## src/rtl/icache_axi_refill_pkg.sv

```systemverilog
// Shared types and constants for the ICache AXI refill responder.
// Also the home of the configured cache line width.
package icache_axi_refill_pkg;

    // Cache line width used by the refill path.
    localparam int unsigned ICACHELINE_WIDTH = 128;

    // AXI4 encodings used on the read address and response channels.
    localparam logic [1:0] AXI_BURST_INCR = 2'b01;
    localparam logic [1:0] AXI_BURST_WRAP = 2'b10;
    localparam logic [2:0] AXI_SIZE_4B    = 3'b010;
    localparam logic [1:0] AXI_RESP_OKAY  = 2'b00;

    // Refill sequencing: idle, address phase, data beats, line response.
    typedef enum logic [1:0] {
        StIdle = 2'd0,
        StAr   = 2'd1,
        StR    = 2'd2,
        StResp = 2'd3
    } refill_state_e;

endpackage

```

## src/rtl/icache_axi_refill_if.sv

```systemverilog
// Bundle of the cache-side refill handshake and the AXI4 read channels.
// The master modport is the refill block; the slave modport is the
// environment (the ICache on one side, the AXI interconnect on the other).
interface icache_axi_refill_if
    import icache_axi_refill_pkg::*;
#(
    parameter int unsigned ADDR_WIDTH     = 32,
    parameter int unsigned LINE_WIDTH     = ICACHELINE_WIDTH,
    parameter int unsigned AXI_DATA_WIDTH = 32
);
    // Cache side
    logic                      rreq_i;
    logic [ADDR_WIDTH-1:0]     addr_i;
    logic                      rdy_o;
    logic                      rvalid_o;
    logic [1:0]                rlast_o;
    logic [LINE_WIDTH-1:0]     rdata_o;

    // AXI read address channel
    logic [3:0]                arid_o;
    logic [ADDR_WIDTH-1:0]     araddr_o;
    logic [7:0]                arlen_o;
    logic [2:0]                arsize_o;
    logic [1:0]                arburst_o;
    logic                      arvalid_o;
    logic                      arready_i;

    // AXI read data channel
    logic [AXI_DATA_WIDTH-1:0] rdata_i;
    logic [1:0]                rresp_i;
    logic                      rlast_i;
    logic                      rvalid_i;
    logic                      rready_o;

    modport master (
        input  rreq_i, addr_i, arready_i, rdata_i, rresp_i, rlast_i, rvalid_i,
        output rdy_o, rvalid_o, rlast_o, rdata_o,
        output arid_o, araddr_o, arlen_o, arsize_o, arburst_o, arvalid_o, rready_o
    );

    modport slave (
        output rreq_i, addr_i, arready_i, rdata_i, rresp_i, rlast_i, rvalid_i,
        input  rdy_o, rvalid_o, rlast_o, rdata_o,
        input  arid_o, araddr_o, arlen_o, arsize_o, arburst_o, arvalid_o, rready_o
    );

endinterface

```

## src/rtl/icache_axi_refill.sv

```systemverilog
// ICache refill responder: turns one line request into one AXI4 read burst,
// assembles the beats into a line buffer and returns it as a single pulse.
// Optional feature macro ICACHE_CRITICAL_WORD_FIRST_EN: issue a WRAP burst
// starting at the requested word; beats are steered so the line layout is
// identical to the default INCR, line-aligned burst.
module icache_axi_refill
    import icache_axi_refill_pkg::*;
#(
    parameter int unsigned ADDR_WIDTH     = 32,
    parameter int unsigned LINE_WIDTH     = ICACHELINE_WIDTH,
    parameter int unsigned AXI_DATA_WIDTH = 32,
    parameter logic [3:0]  AXI_ID         = 4'h0
) (
    input logic               clk,
    input logic               rst,
    icache_axi_refill_if.master bus
);

    localparam int unsigned BEATS    = LINE_WIDTH / AXI_DATA_WIDTH;
    localparam int unsigned CNT_W    = $clog2(BEATS);
    localparam int unsigned WORD_LSB = $clog2(AXI_DATA_WIDTH / 8);
    localparam int unsigned LINE_LSB = $clog2(LINE_WIDTH / 8);

    localparam logic [CNT_W-1:0] LAST_CNT = CNT_W'(BEATS - 1);
    localparam logic [7:0]       ARLEN    = 8'(BEATS - 1);

`ifdef ICACHE_CRITICAL_WORD_FIRST_EN
    // Keep the word offset so the burst starts at the critical word.
    localparam logic [ADDR_WIDTH-1:0] ALIGN_MASK =
        ~((ADDR_WIDTH'(1) << WORD_LSB) - ADDR_WIDTH'(1));
    localparam logic [1:0] BURST = AXI_BURST_WRAP;
`else
    localparam logic [ADDR_WIDTH-1:0] ALIGN_MASK =
        ~((ADDR_WIDTH'(1) << LINE_LSB) - ADDR_WIDTH'(1));
    localparam logic [1:0] BURST = AXI_BURST_INCR;
`endif

    refill_state_e             state_q, state_d;
    logic [ADDR_WIDTH-1:0]     addr_q, addr_d;
    logic [CNT_W-1:0]          cnt_q, cnt_d;
    logic                      err_q, err_d;
    logic [LINE_WIDTH-1:0]     line_q, line_d;
    logic [LINE_WIDTH-1:0]     rdata_q, rdata_d;

    logic [CNT_W-1:0]          start_lane;
    logic [CNT_W-1:0]          lane;
    logic                      last_by_cnt;

`ifdef ICACHE_CRITICAL_WORD_FIRST_EN
    assign start_lane = addr_q[WORD_LSB +: CNT_W];
`else
    assign start_lane = '0;
`endif

    // Wrapping add: beat k lands in lane (start + k) mod BEATS.
    assign lane        = start_lane + cnt_q;
    assign last_by_cnt = (cnt_q == LAST_CNT);

    // Next-state, beat assembly and error tracking.
    always_comb begin
        state_d = state_q;
        addr_d  = addr_q;
        cnt_d   = cnt_q;
        err_d   = err_q;
        line_d  = line_q;
        rdata_d = rdata_q;

        unique case (state_q)
            StIdle: begin
                if (bus.rreq_i) begin
                    addr_d  = bus.addr_i & ALIGN_MASK;
                    line_d  = '0;
                    cnt_d   = '0;
                    err_d   = 1'b0;
                    state_d = StAr;
                end
            end
            StAr: begin
                if (bus.arready_i) begin
                    state_d = StR;
                end
            end
            StR: begin
                if (bus.rvalid_i) begin
                    for (int k = 0; k < int'(BEATS); k++) begin
                        if (lane == CNT_W'(k)) begin
                            line_d[k*AXI_DATA_WIDTH +: AXI_DATA_WIDTH] = bus.rdata_i;
                        end
                    end
                    cnt_d = cnt_q + CNT_W'(1);
                    // Early rlast or a missing rlast on the final beat both flag an error.
                    err_d = err_q | (bus.rresp_i != AXI_RESP_OKAY) | (bus.rlast_i ^ last_by_cnt);
                    if (bus.rlast_i || last_by_cnt) begin
                        rdata_d = line_d;
                        state_d = StResp;
                    end
                end
            end
            StResp: begin
                cnt_d   = '0;
                err_d   = 1'b0;
                state_d = StIdle;
            end
            default: begin
                state_d = StIdle;
            end
        endcase
    end

    // State register with synchronous reset.
    always_ff @(posedge clk) begin
        if (rst) begin
            state_q <= StIdle;
            addr_q  <= '0;
            cnt_q   <= '0;
            err_q   <= 1'b0;
            line_q  <= '0;
            rdata_q <= '0;
        end else begin
            state_q <= state_d;
            addr_q  <= addr_d;
            cnt_q   <= cnt_d;
            err_q   <= err_d;
            line_q  <= line_d;
            rdata_q <= rdata_d;
        end
    end

    // Moore outputs; AR payload is zero outside the address phase.
    always_comb begin
        bus.rdy_o     = (state_q == StIdle);
        bus.arvalid_o = (state_q == StAr);
        bus.rready_o  = (state_q == StR);
        bus.rvalid_o  = (state_q == StResp);
        bus.rlast_o   = 2'b00;
        bus.rdata_o   = rdata_q;
        bus.arid_o    = 4'h0;
        bus.araddr_o  = '0;
        bus.arlen_o   = 8'h00;
        bus.arsize_o  = 3'b000;
        bus.arburst_o = 2'b00;
        if (state_q == StAr) begin
            bus.arid_o    = AXI_ID;
            bus.araddr_o  = addr_q;
            bus.arlen_o   = ARLEN;
            bus.arsize_o  = AXI_SIZE_4B;
            bus.arburst_o = BURST;
        end
        if (state_q == StResp) begin
            bus.rlast_o = {err_q, 1'b1};
        end
    end

endmodule
```

## src/flat_wrapper.sv

```systemverilog
// flat-port wrapper written by rule: the top's interface ports become plain ports
module icache_axi_refill_flat import icache_axi_refill_pkg::*;
#(
    parameter int unsigned ADDR_WIDTH     = 32,
    parameter int unsigned LINE_WIDTH     = ICACHELINE_WIDTH,
    parameter int unsigned AXI_DATA_WIDTH = 32,
    parameter logic [3:0]  AXI_ID         = 4'h0
)
  (clk, rst, bus_rreq_i, bus_addr_i, bus_arready_i, bus_rdata_i, bus_rresp_i, bus_rlast_i, bus_rvalid_i, bus_rdy_o, bus_rvalid_o, bus_rlast_o, bus_rdata_o, bus_arid_o, bus_araddr_o, bus_arlen_o, bus_arsize_o, bus_arburst_o, bus_arvalid_o, bus_rready_o);
  icache_axi_refill_if #(.ADDR_WIDTH(ADDR_WIDTH), .LINE_WIDTH(LINE_WIDTH), .AXI_DATA_WIDTH(AXI_DATA_WIDTH)) bus_i ();
  input logic clk;
  input logic rst;
  input wire logic [$bits(bus_i.rreq_i)-1:0] bus_rreq_i;
  input wire logic [$bits(bus_i.addr_i)-1:0] bus_addr_i;
  input wire logic [$bits(bus_i.arready_i)-1:0] bus_arready_i;
  input wire logic [$bits(bus_i.rdata_i)-1:0] bus_rdata_i;
  input wire logic [$bits(bus_i.rresp_i)-1:0] bus_rresp_i;
  input wire logic [$bits(bus_i.rlast_i)-1:0] bus_rlast_i;
  input wire logic [$bits(bus_i.rvalid_i)-1:0] bus_rvalid_i;
  output wire logic [$bits(bus_i.rdy_o)-1:0] bus_rdy_o;
  output wire logic [$bits(bus_i.rvalid_o)-1:0] bus_rvalid_o;
  output wire logic [$bits(bus_i.rlast_o)-1:0] bus_rlast_o;
  output wire logic [$bits(bus_i.rdata_o)-1:0] bus_rdata_o;
  output wire logic [$bits(bus_i.arid_o)-1:0] bus_arid_o;
  output wire logic [$bits(bus_i.araddr_o)-1:0] bus_araddr_o;
  output wire logic [$bits(bus_i.arlen_o)-1:0] bus_arlen_o;
  output wire logic [$bits(bus_i.arsize_o)-1:0] bus_arsize_o;
  output wire logic [$bits(bus_i.arburst_o)-1:0] bus_arburst_o;
  output wire logic [$bits(bus_i.arvalid_o)-1:0] bus_arvalid_o;
  output wire logic [$bits(bus_i.rready_o)-1:0] bus_rready_o;
  assign bus_i.rreq_i = bus_rreq_i;
  assign bus_i.addr_i = bus_addr_i;
  assign bus_i.arready_i = bus_arready_i;
  assign bus_i.rdata_i = bus_rdata_i;
  assign bus_i.rresp_i = bus_rresp_i;
  assign bus_i.rlast_i = bus_rlast_i;
  assign bus_i.rvalid_i = bus_rvalid_i;
  assign bus_rdy_o = bus_i.rdy_o;
  assign bus_rvalid_o = bus_i.rvalid_o;
  assign bus_rlast_o = bus_i.rlast_o;
  assign bus_rdata_o = bus_i.rdata_o;
  assign bus_arid_o = bus_i.arid_o;
  assign bus_araddr_o = bus_i.araddr_o;
  assign bus_arlen_o = bus_i.arlen_o;
  assign bus_arsize_o = bus_i.arsize_o;
  assign bus_arburst_o = bus_i.arburst_o;
  assign bus_arvalid_o = bus_i.arvalid_o;
  assign bus_rready_o = bus_i.rready_o;
  icache_axi_refill #(.ADDR_WIDTH(ADDR_WIDTH), .LINE_WIDTH(LINE_WIDTH), .AXI_DATA_WIDTH(AXI_DATA_WIDTH), .AXI_ID(AXI_ID)) u_core (.clk(clk), .rst(rst), .bus(bus_i));
endmodule
```

## config.mk

```make
export PLATFORM = sky130hd
export DESIGN_NAME = icache_axi_refill_flat
export DESIGN_NICKNAME = d
export VERILOG_FILES = /design/src/rtl/icache_axi_refill_pkg.sv /design/src/rtl/icache_axi_refill_if.sv /design/src/rtl/icache_axi_refill.sv /design/src/flat_wrapper.sv
export SDC_FILE = /design/constraint.sdc
export NUM_CORES = 1
export LEC_CHECK = 0
export ABC_AREA = 1
export BUFFER_PORTS_ARGS = -buffer_cell sky130_fd_sc_hd__buf_2
export CORE_MARGIN = 4
export CORE_UTILIZATION = 60
export DETAILED_ROUTE_END_ITERATION = 7
export PLACE_DENSITY = 0.85
export SLEW_MARGIN = 30
export SYNTH_ARGS = -nofsm -noshare
export SYNTH_HDL_FRONTEND = slang
export SYNTH_SLANG_ARGS = --single-unit
export TNS_END_PERCENT = 100
```

## constraint.sdc

```tcl
create_clock -name clk -period 3.6 [get_ports clk]
set_input_delay 0.72 -clock clk [delete_from_list [all_inputs] [get_ports clk]]
set_output_delay 0.72 -clock clk [all_outputs]
set_load 0.02 [all_outputs]
```

; Word-level counts from Yosys, hierarchy flattened
; Cells that the tools add are included.
[word_totals]
reg_bits = 289
in_bits = 72
elab_cells = 54
output_inout_bits = 183
[op_classes]
eq_ne = 10
reduce_logical = 11
add_sub_neg = 1
n_mux = 23
bitwise = 3
[op_table]
columns = cell, n
row1 = two-way mux 128 bit, 2
row2 = one-hot mux 128 bit (2 select lines), 1
row3 = two-way mux 32 bit, 5
row4 = two-way mux 2 bit, 9
row5 = AND reduction 3 bit, 3
row6 = "equality test 2 bit, second input constant", 4
row7 = one-hot mux 2 bit (4 select lines), 1
row8 = "!= test 2 bit, second input constant", 3
row9 = one-hot mux 2 bit (3 select lines), 1
row10 = "equality test 2 x 1 -> 1 bit, second input constant", 2
row11 = logical NOT 2 bit, 2
row12 = AND reduction 4 bit, 1
row13 = nonzero test 2 bit, 2
row14 = two-way mux 1 bit, 3
row15 = one-hot mux 1 bit (3 select lines), 1
row16 = nonzero test 3 bit, 1
row17 = "adder 2 x 1 -> 2 bit, second input constant", 1
row18 = "!= test 2 x 1 -> 1 bit, second input constant", 1
row19 = bitwise OR 1 bit, 2
row20 = AND reduction 2 bit, 1
row21 = logical OR 1 bit, 1
row22 = bitwise XOR 1 bit, 1

; Logic depth before layout (Yosys ltp)
[depth]
word_depth = 5
ltp_mapped = 13
depth_no_buf = 9

; Worst setup path before layout
; Ideal clock, no wire load.
[synth_path]
kind = reg2out
startpoint = reg u_core.state_q[1]
endpoint = out bus_araddr_o[10]
t_required_ns = 2.880
t_arrival_ns = 1.612
stages_incl_launch_ff = 7
setup_slack_ns = 1.268
n_path_buf = 2
path_cell_list = dfxtp_1 > inv_1 > ha_1 > clkbuf_1 > clkbuf_1 > nand2_1 > inv_1
[synth_via]
elab_chain_cells = 2
[synth_lines]
columns = element, line_no
row1 = "start, declared", icache_axi_refill.sv:38  ; refill_state_e state_q, state_d;
row2 = "start signal, assigned", icache_axi_refill.sv:113  ; state_q <= StIdle;
row3 = "start signal, assigned", icache_axi_refill.sv:120  ; state_q <= state_d;
row4 = equality test 2 x 1 -> 1 bit, n/a
row5 = named net bus_arvalid_o, flat_wrapper.sv:29  ; output wire logic [$bits(bus_i.arvalid_o)-1:0] bus_arvalid_o;
row6 = two-way mux 32 bit, icache_axi_refill.sv:142  ; if (state_q == StAr) begin
row7 = "end, declared", flat_wrapper.sv:25  ; output wire logic [$bits(bus_i.araddr_o)-1:0] bus_araddr_o;
; The timed path passes the listed nets, and every way through them passes these cells.

; Worst setup path in the final report
[layout_path]
startpoint = reg u_core.state_q[0]
endpoint = reg u_core.line_q[51]
[layout_via]
elab_chain_cells = 3
word_cells_on_any_way = 7
cone_classes = eq/ne: 3 / mux: 1 / reduce/logical: 3
[layout_lines]
columns = element, line_no
row1 = equality test 2 bit or logical NOT 2 bit (tied branches), icache_axi_refill.sv:68  ; unique case (state_q)
row2 = != test 2 bit (no source line) or nonzero test 2 bit (tied branches), n/a
row3 = AND reduction 3 bit (no source line), n/a
row4 = "end signal, assigned", icache_axi_refill.sv:124  ; line_q <= line_d;
row5 = "end, declared", icache_axi_refill.sv:42  ; logic [LINE_WIDTH-1:0] line_q, line_d;
; Several ways; a longest one is shown, not always the timed one.
; A chain may end at the register's enable or synchronous reset.

==> impl_metrics.yaml <==
drt:
  num_vias: 13900
  drtIter0Drc: 1534
  post_drt_via_cell_ratio: 5.19
  wl_mm: 39.0
  drc: 0
  post_drt_wl_per_cell_um: 14.6
  ant_nets: 0
  firstDrtPassIters: 6
layout:
  syn2layout_area_growth_pct: 14.0
  num-nets-final: 2447
  fin_area_mm2: 0.0157
  drive_above_1_share: 0.132
setup_path:
  crit_chain: "inv_1 > ha_1 > clkinv_2 > buf_4 > buf_4 > nor2_1 > nor2_1 > nor2_1"
  cp_common_cell: "nor2_1"
  crit_cells: 8
  rrSetupSlack_ns: 0.88
  worstPathRequired_ns: 4.04
  cp.arrival_ns: 3.15
  max_stage_delay_ns: 0.69
  slowest_stage: "buf_4"
  worst-path-buf-inv: 4
  worst-setup-path-type: "flip-flop to flip-flop"
  critPathMaxFanout: 75
  critPathTopFamily: "buffers and inverters"
  reg2reg_depth: 8
  end_kind: "flip-flop"
  start_kind: "flip-flop"
synth:
  async_reset_ff_frac: 0
  synth_warnings: 0
  synth_area_mm2: 0.0138
  syn_inst: 2217
  synth_ff_type: "dfxtp_1"
  syn_avg_cell_area_um2: 6.21
  yosysSeqAreaShare: 0.421
  synthDistinctLibCells: 24
  synth_edf_count: 0
  ys_ff_latch: 289
placement:
  hpwl_mm: 25.5
  port_buffers: 233
  placement.cell_area_mm2: 0.0147
  place.gp.congestion: 0.895
timing:
  maxSlewHeadroom: 0.390
  final.min_clock_period_ns: 2.72
  fin_crit_sh: 0.755
  skew_ns: 0.0141
  fmax_ghz: 0.368
  hold_violations: 0
  timing.final.max_slew_violations: 0
  tightest_slew_ns: 0.915
  rsz0062_at_grt: "false"
  setup_viol: 0
  final.setup.tns_ns: 0
power_and_ir_drop:
  comb_power_share: 0.395
  leakage_nw: 8.22
  seqPwrFrac: 0.355
  clockPowerShare: 0.249
  power_switching_mw: 5.20
  ir_worst_vdd_uv: 504
  switching_share: 0.407
  p_int_mw: 7.58
  powerDensity_mw_per_mm2: 815
clock_tree:
  tritoncts: "built"
  path_clk_slew_ns: 0.06
  cts.repair.resized: 0
  post_cts_buffers: 0
  worstSkewPairLatency_ns: 0.55
  cts_max_path_buffers: 3
  clock-sinks: 289
  cts_buffers: 30
  postCtsHoldBufs: 0
  cts_root_buf: "clkbuf_16"
  cts.htree.levels: 1
grt:
  grt_first_pass_wirelength_mm: 62.1
  met1_usage: 0.374
  track_usage: 0.292
  busiest_layer: "met2"
  use_met2: 0.476
  grtUsageMet3: 0.0458
  antenna_found_initial: 1
  grt_start_max_net_pins: 112
  grt_pass1_vias: 12700
  gr-total-overflow: 0
floorplanning:
  boundaryPins: 255
  initial_utilization: 0.610
  die_width_um: 159
  die_h_um: 159
  dieArea_mm2: 0.0254
  row_count: 55
  core_mm2: 0.0226
min_path:
  holdCritPathClass: "input pin to flip-flop"
  worst_hold_path.num_cells: 3
status:
  status: "completed"
run:
  maxCapViolCount: 0
## layout make-up
type,instances,area (µm²)
multi-input combinational,1582,6360
clock inverter,12,139
antenna,1,2.50
tap,285,357
sequential,289,5790
inverter,206,785
timing repair buffer,255,1380
fill,1942,6880
clock buffer,43,881
## power groups by stage
| stage | clock, mW | sequential [mW] | combinational (mW) |
|---|---|---|---|
| 2_1_floorplan | 0 | 4.70 | 3.87 |
| 3_3_place_gp | 0 | 4.53 | 4.74 |
| 3_5_place_dp | 0 | 4.58 | 4.96 |
| 4_1_cts | 3.22 | 4.52 | 5.02 |
| 5_1_grt | 3.36 | 4.63 | 5.77 |
| 6_report | 3.19 | 4.54 | 5.05 |
## placed cells by master, fill, tap and decap left out, types with 2 or more instances in the layout
cell type  netlist  layout
nand2_1        686     685
nor2_1         644     644
dfxtp_1        289     289
buf_2           18     233
inv_1          202     201
o21ai_0        148     148
a21oi_1         55      55
clkbuf_16        0      31
buf_4           37      18
conb_1           1      17
clkinv_2         1       9
ha_1            11       9
nand4_1          7       7
nand3_1          6       6
clkbuf_8         0       6
clkbuf_1        65       6
o21ai_1          4       4
buf_12           0       4
inv_6            0       3
bufinv_16        0       3
inv_2            2       2
nand2_4          1       2
## path summary, 6_finish.rpt
path / startpoint / to
max reg2reg: u_core.state_q[0]$_SDFFE_PP0P_ / u_core.line_q[51]$_SDFFE_PP0P_
min: bus_addr_i[14] / u_core.addr_q[14]$_SDFFE_PP0P_
min reg2reg: u_core.bus.rdata_o[31]$_SDFFE_PP0P_ / u_core.bus.rdata_o[31]$_SDFFE_PP0P_
max: u_core.state_q[0]$_SDFFE_PP0P_ / u_core.line_q[51]$_SDFFE_PP0P_
## synthesized netlist by cell type, types with 2 or more instances
master | instances | share of area
nor2_1 | 644 | 0.18
o21ai_0 | 148 | 0.054
buf_6 | 23 | 0.019
buf_4 | 37 | 0.020
a21oi_1 | 55 | 0.020
buf_1 | 12 | 0.0033
buf_2 | 18 | 0.0065
nand2_1 | 686 | 0.19
ha_1 | 11 | 0.010
dfxtp_1 | 289 | 0.42
clkbuf_1 | 65 | 0.018
nand4_1 | 7 | 0.0032
inv_2 | 2 | 0.00055
inv_1 | 202 | 0.055
nand3_1 | 6 | 0.0022
o21ai_1 | 4 | 0.0015
## per-layer routing
metal,routed length (µm),vias up
met5,0,-
met4,2240,0
met3,3320,126
met2,18000,617
met1,15500,6283
li1,-,6853
## stage by stage
step                      instances   util  hold WS [ns]  setup slack, ns  power [mW]
after floorplan                2233      -         0.440             1.27        8.57
after CTS                      2672  0.695         0.403            0.978        12.8
after global placement         2617  0.649         0.450             1.03        9.27
after global routing           2673  0.695         0.422            0.716        13.8
after detailed placement       2617  0.650         0.462            0.998        9.54
final                          2673  0.695         0.433            0.883        12.8
## sequential cells by signal, indices dropped and copies added, names as in the netlist
| register | cells |
|---|---|
| u_core.addr_q | 28 |
| u_core.bus.rdata_o | 128 |
| u_core.cnt_q | 2 |
| u_core.err_q | 1 |
| u_core.line_q | 128 |
| u_core.state_q | 2 |
## worst register-to-register path, stage by stage (launching register included)
cell and delay (ns):
dfxtp_1 0.38, inv_1 0.12, ha_1 0.37, clkinv_2 0.09, buf_4 0.69, buf_4 0.63
nor2_1 0.16, nor2_1 0.12, nor2_1 0.05
## cell families after synthesis
group	synth area share
AOI/OAI and AO/OA	0.0753
adders and majority gates	0.0100
DFF	0.421
and+or+nand+nor	0.371
buffers and inverters	0.123
other	0.000273
(Power assumes the default switching activity.)
